===== config.mk =====
export PLATFORM = sky130hd
export DESIGN_NAME = imm_gen_pipe
export DESIGN_NICKNAME = d
export VERILOG_FILES = /design/src/rtl/imm_pkg.sv /design/src/rtl/imm_decode.sv /design/src/rtl/imm_gen_pipe.sv
export SDC_FILE = /design/constraint.sdc
export NUM_CORES = 1
export LEC_CHECK = 0
export CAP_MARGIN = 20
export CORE_ASPECT_RATIO = 0.5
export CORE_UTILIZATION = 47
export CTS_CLUSTER_DIAMETER = 120
export DETAILED_ROUTE_END_ITERATION = 10
export PLACE_DENSITY = 0.73
export SYNTH_ARGS = -nofsm -noshare
export SYNTH_HDL_FRONTEND = slang
export SYNTH_HIERARCHICAL = 1
export SYNTH_SLANG_ARGS = --single-unit

===== constraint.sdc =====
create_clock -name clk -period 4.3 [get_ports clk]
set_input_delay 1.29 -clock clk [delete_from_list [all_inputs] [get_ports clk]]
set_output_delay 1.29 -clock clk [all_outputs]
set_load 0.005 [all_outputs]

===== src/rtl/imm_pkg.sv =====
// imm_pkg: shared constants and types for the immediate generator.
//   - RV32I/RV64I major opcodes and the funct3 values that select
//     sub-formats inside OP-IMM and SYSTEM.
//   - imm_fmt_t: the format code that travels with every decoded immediate.
package imm_pkg;

    localparam logic [6:0] OP_IMM    = 7'b0010011;
    localparam logic [6:0] OP_LOAD   = 7'b0000011;
    localparam logic [6:0] OP_JALR   = 7'b1100111;
    localparam logic [6:0] OP_SYSTEM = 7'b1110011;
    localparam logic [6:0] OP_STORE  = 7'b0100011;
    localparam logic [6:0] OP_BRANCH = 7'b1100011;
    localparam logic [6:0] OP_LUI    = 7'b0110111;
    localparam logic [6:0] OP_AUIPC  = 7'b0010111;
    localparam logic [6:0] OP_JAL    = 7'b1101111;
    localparam logic [6:0] OP_REG    = 7'b0110011;
    localparam logic [6:0] OP_FENCE  = 7'b0001111;

    localparam logic [2:0] F3_SLLI = 3'b001;  // OP-IMM shift left
    localparam logic [2:0] F3_SRXI = 3'b101;  // OP-IMM shift right (srli/srai)
    localparam logic [2:0] F3_PRIV = 3'b000;  // SYSTEM ecall/ebreak/xRET

    typedef enum logic [2:0] {
        FMT_NONE  = 3'd0,
        FMT_I     = 3'd1,
        FMT_S     = 3'd2,
        FMT_B     = 3'd3,
        FMT_U     = 3'd4,
        FMT_J     = 3'd5,
        FMT_SHAMT = 3'd6,
        FMT_CSRI  = 3'd7
    } imm_fmt_t;

endpackage


===== src/rtl/imm_decode.sv =====
// imm_decode: purely combinational immediate extraction for one instruction.
//   ins_i      [31:0]     instruction word
//   imm_o      [XLEN-1:0] decoded immediate (0 when the format has none)
//   fmt_o      imm_fmt_t  format code
//   illegal_o             opcode is not one this block recognises
module imm_decode
    import imm_pkg::*;
#(
    parameter int XLEN = 32
) (
    input  logic [31:0]     ins_i,
    output logic [XLEN-1:0] imm_o,
    output imm_fmt_t        fmt_o,
    output logic            illegal_o
);

    logic [6:0] opcode;
    logic [2:0] funct3;

    assign opcode = ins_i[6:0];
    assign funct3 = ins_i[14:12];

    always_comb begin
        imm_o     = '0;
        fmt_o     = FMT_NONE;
        illegal_o = 1'b0;
        unique case (opcode)
            OP_IMM: begin
                if (funct3 == F3_SLLI || funct3 == F3_SRXI) begin
                    // Shift amount only; funct7 (which carries the srai bit)
                    // must not leak into the immediate. RV64 widens it to 6 bits.
                    fmt_o = FMT_SHAMT;
                    if (XLEN == 32) imm_o = XLEN'(ins_i[24:20]);
                    else            imm_o = XLEN'(ins_i[25:20]);
                end else begin
                    fmt_o = FMT_I;
                    imm_o = XLEN'($signed(ins_i[31:20]));
                end
            end
            OP_LOAD, OP_JALR: begin
                fmt_o = FMT_I;
                imm_o = XLEN'($signed(ins_i[31:20]));
            end
            OP_SYSTEM: begin
                if (funct3 == F3_PRIV) begin
                    fmt_o = FMT_I;
                    imm_o = XLEN'($signed(ins_i[31:20]));
                end else if (funct3[2]) begin
                    // csrrwi/csrrsi/csrrci: the rs1 field is a 5-bit uimm.
                    fmt_o = FMT_CSRI;
                    imm_o = XLEN'(ins_i[19:15]);
                end
                // Register CSR ops carry no immediate but are still legal.
            end
            OP_STORE: begin
                fmt_o = FMT_S;
                imm_o = XLEN'($signed({ins_i[31:25], ins_i[11:7]}));
            end
            OP_BRANCH: begin
                fmt_o = FMT_B;
                imm_o = XLEN'($signed({ins_i[31], ins_i[7], ins_i[30:25],
                                       ins_i[11:8], 1'b0}));
            end
            OP_LUI, OP_AUIPC: begin
                // 32-bit value first, then sign-extend to XLEN (RV64 lui).
                fmt_o = FMT_U;
                imm_o = XLEN'($signed({ins_i[31:12], 12'b0}));
            end
            OP_JAL: begin
                fmt_o = FMT_J;
                imm_o = XLEN'($signed({ins_i[31], ins_i[19:12], ins_i[20],
                                       ins_i[30:21], 1'b0}));
            end
            OP_REG, OP_FENCE: begin
                // Legal, no immediate.
            end
            default: illegal_o = 1'b1;
        endcase
    end

endmodule


===== src/rtl/imm_gen_pipe.sv =====
// imm_gen_pipe: decodes instruction immediates and buffers the results in a
// DEPTH-entry circular FIFO with valid/ready on both sides.
//   clk, rst_n        clock, asynchronous active-low reset
//   in_valid/in_ready upstream handshake, in_ins [31:0] instruction
//   out_valid/out_ready downstream handshake for the FIFO head
//   out_imm [XLEN-1:0], out_fmt [2:0] (imm_fmt_t), out_illegal, out_ins [31:0]
//
// Handshake: a transfer happens on a port only in a cycle where its valid and
// ready are both high at the rising edge. Valid never waits for ready; once
// out_valid is high the head entry holds until it is taken. in_ready is a
// function of registered state only, so it never depends on out_ready.
module imm_gen_pipe
    import imm_pkg::*;
#(
    parameter int XLEN  = 32,
    parameter int DEPTH = 2
) (
    input  logic            clk,
    input  logic            rst_n,
    input  logic            in_valid,
    output logic            in_ready,
    input  logic [31:0]     in_ins,
    output logic            out_valid,
    input  logic            out_ready,
    output logic [XLEN-1:0] out_imm,
    output logic [2:0]      out_fmt,
    output logic            out_illegal,
    output logic [31:0]     out_ins
);

    localparam int PTR_W = (DEPTH > 1) ? $clog2(DEPTH) : 1;
    localparam int CNT_W = $clog2(DEPTH + 1);
    localparam logic [PTR_W-1:0] PTR_LAST = PTR_W'(DEPTH - 1);
    localparam logic [CNT_W-1:0] CNT_FULL = CNT_W'(DEPTH);

    logic [XLEN-1:0] dec_imm;
    imm_fmt_t        dec_fmt;
    logic            dec_illegal;

    imm_decode #(.XLEN(XLEN)) u_decode (
        .ins_i     (in_ins),
        .imm_o     (dec_imm),
        .fmt_o     (dec_fmt),
        .illegal_o (dec_illegal)
    );

    // Storage is not reset; out_valid qualifies it.
    logic [XLEN-1:0] imm_mem [DEPTH];
    logic [2:0]      fmt_mem [DEPTH];
    logic            ill_mem [DEPTH];
    logic [31:0]     ins_mem [DEPTH];

    logic [PTR_W-1:0] wr_ptr_q, wr_ptr_d;
    logic [PTR_W-1:0] rd_ptr_q, rd_ptr_d;
    logic [CNT_W-1:0] count_q, count_d;
    // Holds in_ready low through reset and releases it on the first edge after.
    logic             live_q;

    logic push, pop;

    function automatic logic [PTR_W-1:0] ptr_inc(input logic [PTR_W-1:0] p);
        return (p == PTR_LAST) ? '0 : p + 1'b1;
    endfunction

    assign in_ready  = live_q && (count_q < CNT_FULL);
    assign out_valid = (count_q != '0);
    assign push      = in_valid && in_ready;
    assign pop       = out_valid && out_ready;

    always_comb begin
        wr_ptr_d = wr_ptr_q;
        rd_ptr_d = rd_ptr_q;
        count_d  = count_q;
        if (push) wr_ptr_d = ptr_inc(wr_ptr_q);
        if (pop)  rd_ptr_d = ptr_inc(rd_ptr_q);
        case ({push, pop})
            2'b10:   count_d = count_q + 1'b1;
            2'b01:   count_d = count_q - 1'b1;
            default: count_d = count_q;
        endcase
    end

    always_ff @(posedge clk or negedge rst_n) begin
        if (!rst_n) begin
            wr_ptr_q <= '0;
            rd_ptr_q <= '0;
            count_q  <= '0;
            live_q   <= 1'b0;
        end else begin
            wr_ptr_q <= wr_ptr_d;
            rd_ptr_q <= rd_ptr_d;
            count_q  <= count_d;
            live_q   <= 1'b1;
        end
    end

    always_ff @(posedge clk) begin
        if (push) begin
            imm_mem[wr_ptr_q] <= dec_imm;
            fmt_mem[wr_ptr_q] <= dec_fmt;
            ill_mem[wr_ptr_q] <= dec_illegal;
            ins_mem[wr_ptr_q] <= in_ins;
        end
    end

    assign out_imm     = imm_mem[rd_ptr_q];
    assign out_fmt     = fmt_mem[rd_ptr_q];
    assign out_illegal = ill_mem[rd_ptr_q];
    assign out_ins     = ins_mem[rd_ptr_q];

endmodule


After elaboration in Yosys (flattened, before gate mapping) --
Memory sizes are Yosys's and may differ from the RTL's. Cells that the tools add are included.
Word-level totals: bits in registers 5, memory bits (writable) 136, output and inout bits 70, logic and storage cells 52, memories 4
Memory list:
- imm_mem | depth 2, width 32, read ports 1, clocked after memory_dff 0, write ports 1, line imm_gen_pipe.sv:48 | logic [XLEN-1:0] imm_mem [DEPTH];
- ins_mem | depth 2, width 32, read ports 1, clocked after memory_dff 0, write ports 1, line imm_gen_pipe.sv:51 | logic [31:0] ins_mem [DEPTH];
- fmt_mem | depth 2, width 3, read ports 1, clocked after memory_dff 0, write ports 1, line imm_gen_pipe.sv:49 | logic [2:0] fmt_mem [DEPTH];
- ill_mem | depth 2, width 1, read ports 1, clocked after memory_dff 0, write ports 1, line imm_gen_pipe.sv:50 | logic ill_mem [DEPTH];
Cells by class: $add $sub $neg 4, order comparisons 1, equality and inequality tests 15, multiplexer cells 14, reduce and logical (&&, ||, !) cells 10
Operator list (count):
- 32-bit one-hot mux with 7 select lines | 1
- 32-bit two-way mux | 2
- 7-bit equality test (second input constant) | 4
- 7-bit by 6-bit equality test with 1-bit output (second input constant) | 3
- 3-bit one-hot mux with 7 select lines | 1
- 7-bit by 5-bit equality test with 1-bit output (second input constant) | 2
- 11-bit OR reduction | 1
- 3-bit two-way mux | 3
- 7-bit by 2-bit equality test with 1-bit output (second input constant) | 1
- 7-bit by 4-bit equality test with 1-bit output (second input constant) | 1
- 1-bit two-way mux | 5
- 5-bit two-way mux | 1
- 2-bit one-hot mux with 2 select lines | 1
- 2-bit nonzero test | 2
- 2-bit OR reduction | 2
- 3-bit by 1-bit equality test with 1-bit output (second input constant) | 1
- 3-bit equality test (second input constant) | 1
- 1-bit logical AND | 3
- 3-bit logical NOT | 1
- 1-bit adder (second input constant) | 2
- 2-bit by 1-bit adder with 2-bit output (second input constant) | 1
- 2-bit by 1-bit equality test with 1-bit output (second input constant) | 1
- 2-bit equality test (second input constant) | 1
- 2-bit < comparator (second input constant) | 1
- other kinds (2) | 2

Longest topological paths before layout --
word-level depth 5, depth in mapped cells 7, mapped depth without buffers 6

Modules after synthesis --
Netlist, hierarchy kept.
Modules (own cells, without submodules):
- imm_gen_pipe | instances 1, cells an instance 231, area an instance 5171.2 um2, sequential area each 4209.0 um2
- imm_decode | instances 1, cells an instance 119, area an instance 763.2 um2, sequential area each 0.0 um2

Worst setup path after synthesis --
No wires, ideal clock.
path type in2reg, from in in_valid, to mem fmt_mem[0][0] (enable), setup time 494 ps, arrival 4229 ps, data required time 3806 ps, slack -423 ps, stages 2, buffers on the path 0, cells stage by stage nand2_1 nor2_1
On the way: cells in the longest elaborated chain, start to end 3
RTL lines:
- start: declaration | line imm_gen_pipe.sv:20 | input logic in_valid,
- 1-bit logical AND | line imm_gen_pipe.sv:67 | assign push = in_valid && in_ready;
- 1-bit two-way mux | line imm_gen_pipe.sv:98 | if (push) begin
- 1-bit two-way mux (implied by the code) | line imm_gen_pipe.sv:100 | fmt_mem[wr_ptr_q] <= dec_fmt;
- end: declaration | line imm_gen_pipe.sv:49
Every way passes these cells.

Final worst setup path --
from reg rd_ptr_q, to out out_imm[0]
On the way: cells in the longest elaborated chain, start to end 1
RTL lines:
- start: declaration | line imm_gen_pipe.sv:54 | logic [PTR_W-1:0] rd_ptr_q, rd_ptr_d;
- start signal: assignment | line imm_gen_pipe.sv:91 | rd_ptr_q <= rd_ptr_d;
- memory 2 x 32 bit
- end: declaration | line imm_gen_pipe.sv:25 | output logic [XLEN-1:0] out_imm,
Every way passes these cells.

==> summary.md <==
| Metric | Value |
|---|---|
| Status | complete, no violations |
| H-tree levels | 4 |
| Initial drt markers | around 250 |
| Via count | around 3.3k |
| I/O Pins | roughly 110 |
| Post-CTS setup buffers | 0 |
| GR Util All Layers | 0.181 |
| Post-Syn Area | just under 0.006 mm² |
| Pleak | around 0.0028 µW |
| Total grt overflow | 0 |
| Worst-path fanout max | 69 |
| Pwr Total | 4600 µW |
| Slowest cell on crit path | dfrtp_4 |
| Max capacitance violation total | 0 |
| Area delta synth->final | 31.5% |
| Number of CTS-inserted buffers | 17 |
| Clk slew on worst S/H paths | 60 ps |
| CTS Sinks | ~140 |
| Endpoint class of the critical path | output pin |
| Drt drc | 0 |
| Largest net degree at the start of global routing | 70 |
| Skew final | ~5.7 ps |
| Post-Syn Instances | 350 |
| Pin slew with the least headroom to its limit | between 900 and 1000 ps |
| Synth warnings | 6 |
| Synth unique cells | between 40 and 50 |
| Total Nets Final | between 400 and 500 |
| DIE WIDTH | between 150 and 200 µm |
| Layout Utilization | 0.648 |
| Slowest stage delay, CP | between 1000 and 1500 ps |
| Layout cells sized above 1 | 0.251 |
| Die Span Y | between 80 and 90 µm |
| # port buffers | 105 |
| Crit-path leading delay family | flip-flops |
| Final hold violations | 0 |
| PD cells | about 600 mW/mm² |
| Max Freq | 270 MHz |
| Unrepaired setup endpoints after global routing | no |
| Starting density of the core | 0.492 |
| Placement Setup Slack | 733 ps |
| Cell Chain, Critical Path | mux2_2 -> clkdlybuf4s50_1 |
| Post-synthesis net count | between 300 and 400 |
| Final HPWL DP | around 7 mm |
| Total Wirelength | about 11 mm |
| CTS tree | yes |
| Crit path DAT | around 2400 ps |
| Endpoints failing setup | 0 |
| Crit path kind | reg2out |
| Antenna Cells | 0 |
| CTS Hold Bufs | 0 |
| Slew Viols, Final | 0 |
| Core Rows | 28 |
| CTS root buf | clkbuf_16 |
| CTS resizes | 0 |
| Tmin final | around 3700 ps |
| Vias in the first global route | roughly 3.3k |
| DRT Pass-1 Iters | 4 |
| Hold crit path type | reg2reg |
| CTS max path bufs | 2 |
| Max transition margin | 0.345 |
| ANT nets after route | 0 |
| Global-route wire length before repair | 17.4 mm |
| Peak supply drop | 0.275 mV |
| CP required | between 3000 and 4000 ps |
| Detailed-route wire length per cell | 17.7 µm |
| Register area share after synthesis | 0.709 |
| Core ar. | ~0.012 mm² |
| Post-Route Setup TNS | 0 ps |
| Crit share post-route | 0.862 |
| Routability cong. | between 0.8 and 0.9 |
| Vias per cell | approximately 5.2 |
| Die Area | about 0.013 mm² |
| Initial antenna violation count | 0 |
| Synth Area per Inst | around 17 µm² |
| Final worst slack | slightly below 600 ps |
| Setup crit start kind | flop |
| Register bit total from synthesis | 141 |
| CP bufs+invs | 1 |
| Commonest cells after routing, fill and taps aside | edfxtp_1, clkdlybuf4s50_1, mux2_2 |
| Worst skew pair latency | 400 ps |
| Most common cell after layout, fill and taps aside | edfxtp_1 |
registers in the layout, summed over array words and instances, names as in the netlist:
register  flops
fmt_mem       6
imm_mem      64
rd_ptr_q      1
count_q       2
wr_ptr_q      1
live_q        1
ins_mem      64
ill_mem       2
area by class of cell:
| class | count | area [µm²] |
|---|---|---|
| Clock buffer | 19 | 433 |
| Multi-Input combinational cell | 189 | 1610 |
| Tap cell | 165 | 206 |
| Timing Repair Buffer | 107 | 1080 |
| Sequential cell | 141 | 4210 |
| Inverter | 5 | 18.8 |
| Clock inverter | 13 | 244 |
| Fill cell | 886 | 4250 |
logic make-up (layout without fill, tap and decap cells):
kind of cell    after synthesis  in the layout  synth area share
flops                       141            141             0.709
simple gates                 76             76            0.0776
mux                          68             68             0.135
compound gates               37             37            0.0439
buf+inv                      20            144            0.0223
xor+xnor                      6              6           0.00886
fa+ha+maj                     1              1           0.00211
other cells                   1              1          0.000632
worst register-to-register path: cells and delay by family (launching register included):
| kind | cells | cell delay (ps) |
|---|---|---|
| DFF | 1 | 400 |
| and+or+nand+nor | 2 | 1070 |
report_power, final:
| part | internal [µW] | switching [µW] | total, µW | leakage [µW] |
|---|---|---|---|---|
| combinational | 731 | 333 | 1060 | 0.00119 |
| clock | 1140 | 534 | 1680 | 0.000328 |
| sequential | 1680 | 177 | 1860 | 0.00127 |
stage by stage:
stage | cells | hold slack [ps] | cell area (µm²)
final | 639 | 499 | 7800
after global routing | 639 | 527 | 7800
after CTS | 639 | 500 | 7800
after detailed placement | 607 | 487 | 7130
after global placement | 607 | 484 | 7130
after floorplan | 350 | 456 | 5940
per-layer routing:
| layer | vias to the layer above | part of all wire | GRT usage |
|---|---|---|---|
| met4 | 0 | 0.0077 | 0.0509 |
| met2 | 87 | 0.51 | 0.312 |
| met5 | - | 0 | 0 |
| met3 | 8 | 0.051 | 0.0571 |
| li1 | 1568 | - | - |
| met1 | 1681 | 0.43 | 0.223 |
worst paths after layout:
| path | start | end | slack (ps) | cells past startpoint |
|---|---|---|---|---|
| max | rd_ptr_q$_DFFE_PN0P_ | out_imm[0] | 600 | 2 |
| min | count_q[1]$_DFFE_PN0P_ | count_q[1]$_DFFE_PN0P_ | 500 | 1 |
| max reg2reg | count_q[1]$_DFFE_PN0P_ | imm_mem[1][14]$_DFFE_PP_ | 2420 | 2 |
| min reg2reg | count_q[1]$_DFFE_PN0P_ | count_q[1]$_DFFE_PN0P_ | 500 | 1 |
| max in group asynchronous | rst_n | rd_ptr_q$_DFFE_PN0P_ | 2970 | 1 |
| min in group asynchronous | rst_n | live_q$_DFF_PN0_ | 1110 | 1 |
synth_stat cells (all sizes together):
cell / count / area [µm²]
edfxtp: 136 / 4080
mux2: 68 / 803
nand2: 28 / 130
buf: 13 / 106
a21o: 12 / 90.1
and2: 9 / 56.3
o21ai: 8 / 40.0
nor2b: 6 / 37.5
dfrtp: 5 / 125
inv: 5 / 18.8
nand3: 5 / 35.0
nor2: 5 / 18.8
a21oi: 4 / 20.0
a22o: 4 / 35.0
and3: 4 / 25.0
nand2b: 4 / 25.0
a31oi: 3 / 18.8
nand4: 3 / 18.8
xnor2: 3 / 26.3
xor2: 3 / 26.3
clkbuf: 2 / 7.51
nor3: 2 / 10.0
or2: 2 / 12.5
or3: 2 / 17.5
a32oi: 1 / 8.76
a41o: 1 / 10.0
and3b: 1 / 8.76
and4: 1 / 8.76
conb: 1 / 3.75
ha: 1 / 12.5
nand3b: 1 / 7.51
nand4b: 1 / 8.76
nor4b: 1 / 15.0
nor4bb: 1 / 25.0
o211ai: 1 / 12.5
o21ba: 1 / 10.0
o221ai: 1 / 8.76
o22ai: 1 / 6.26
No activity file was read; power rests on OpenSTA's default activity.
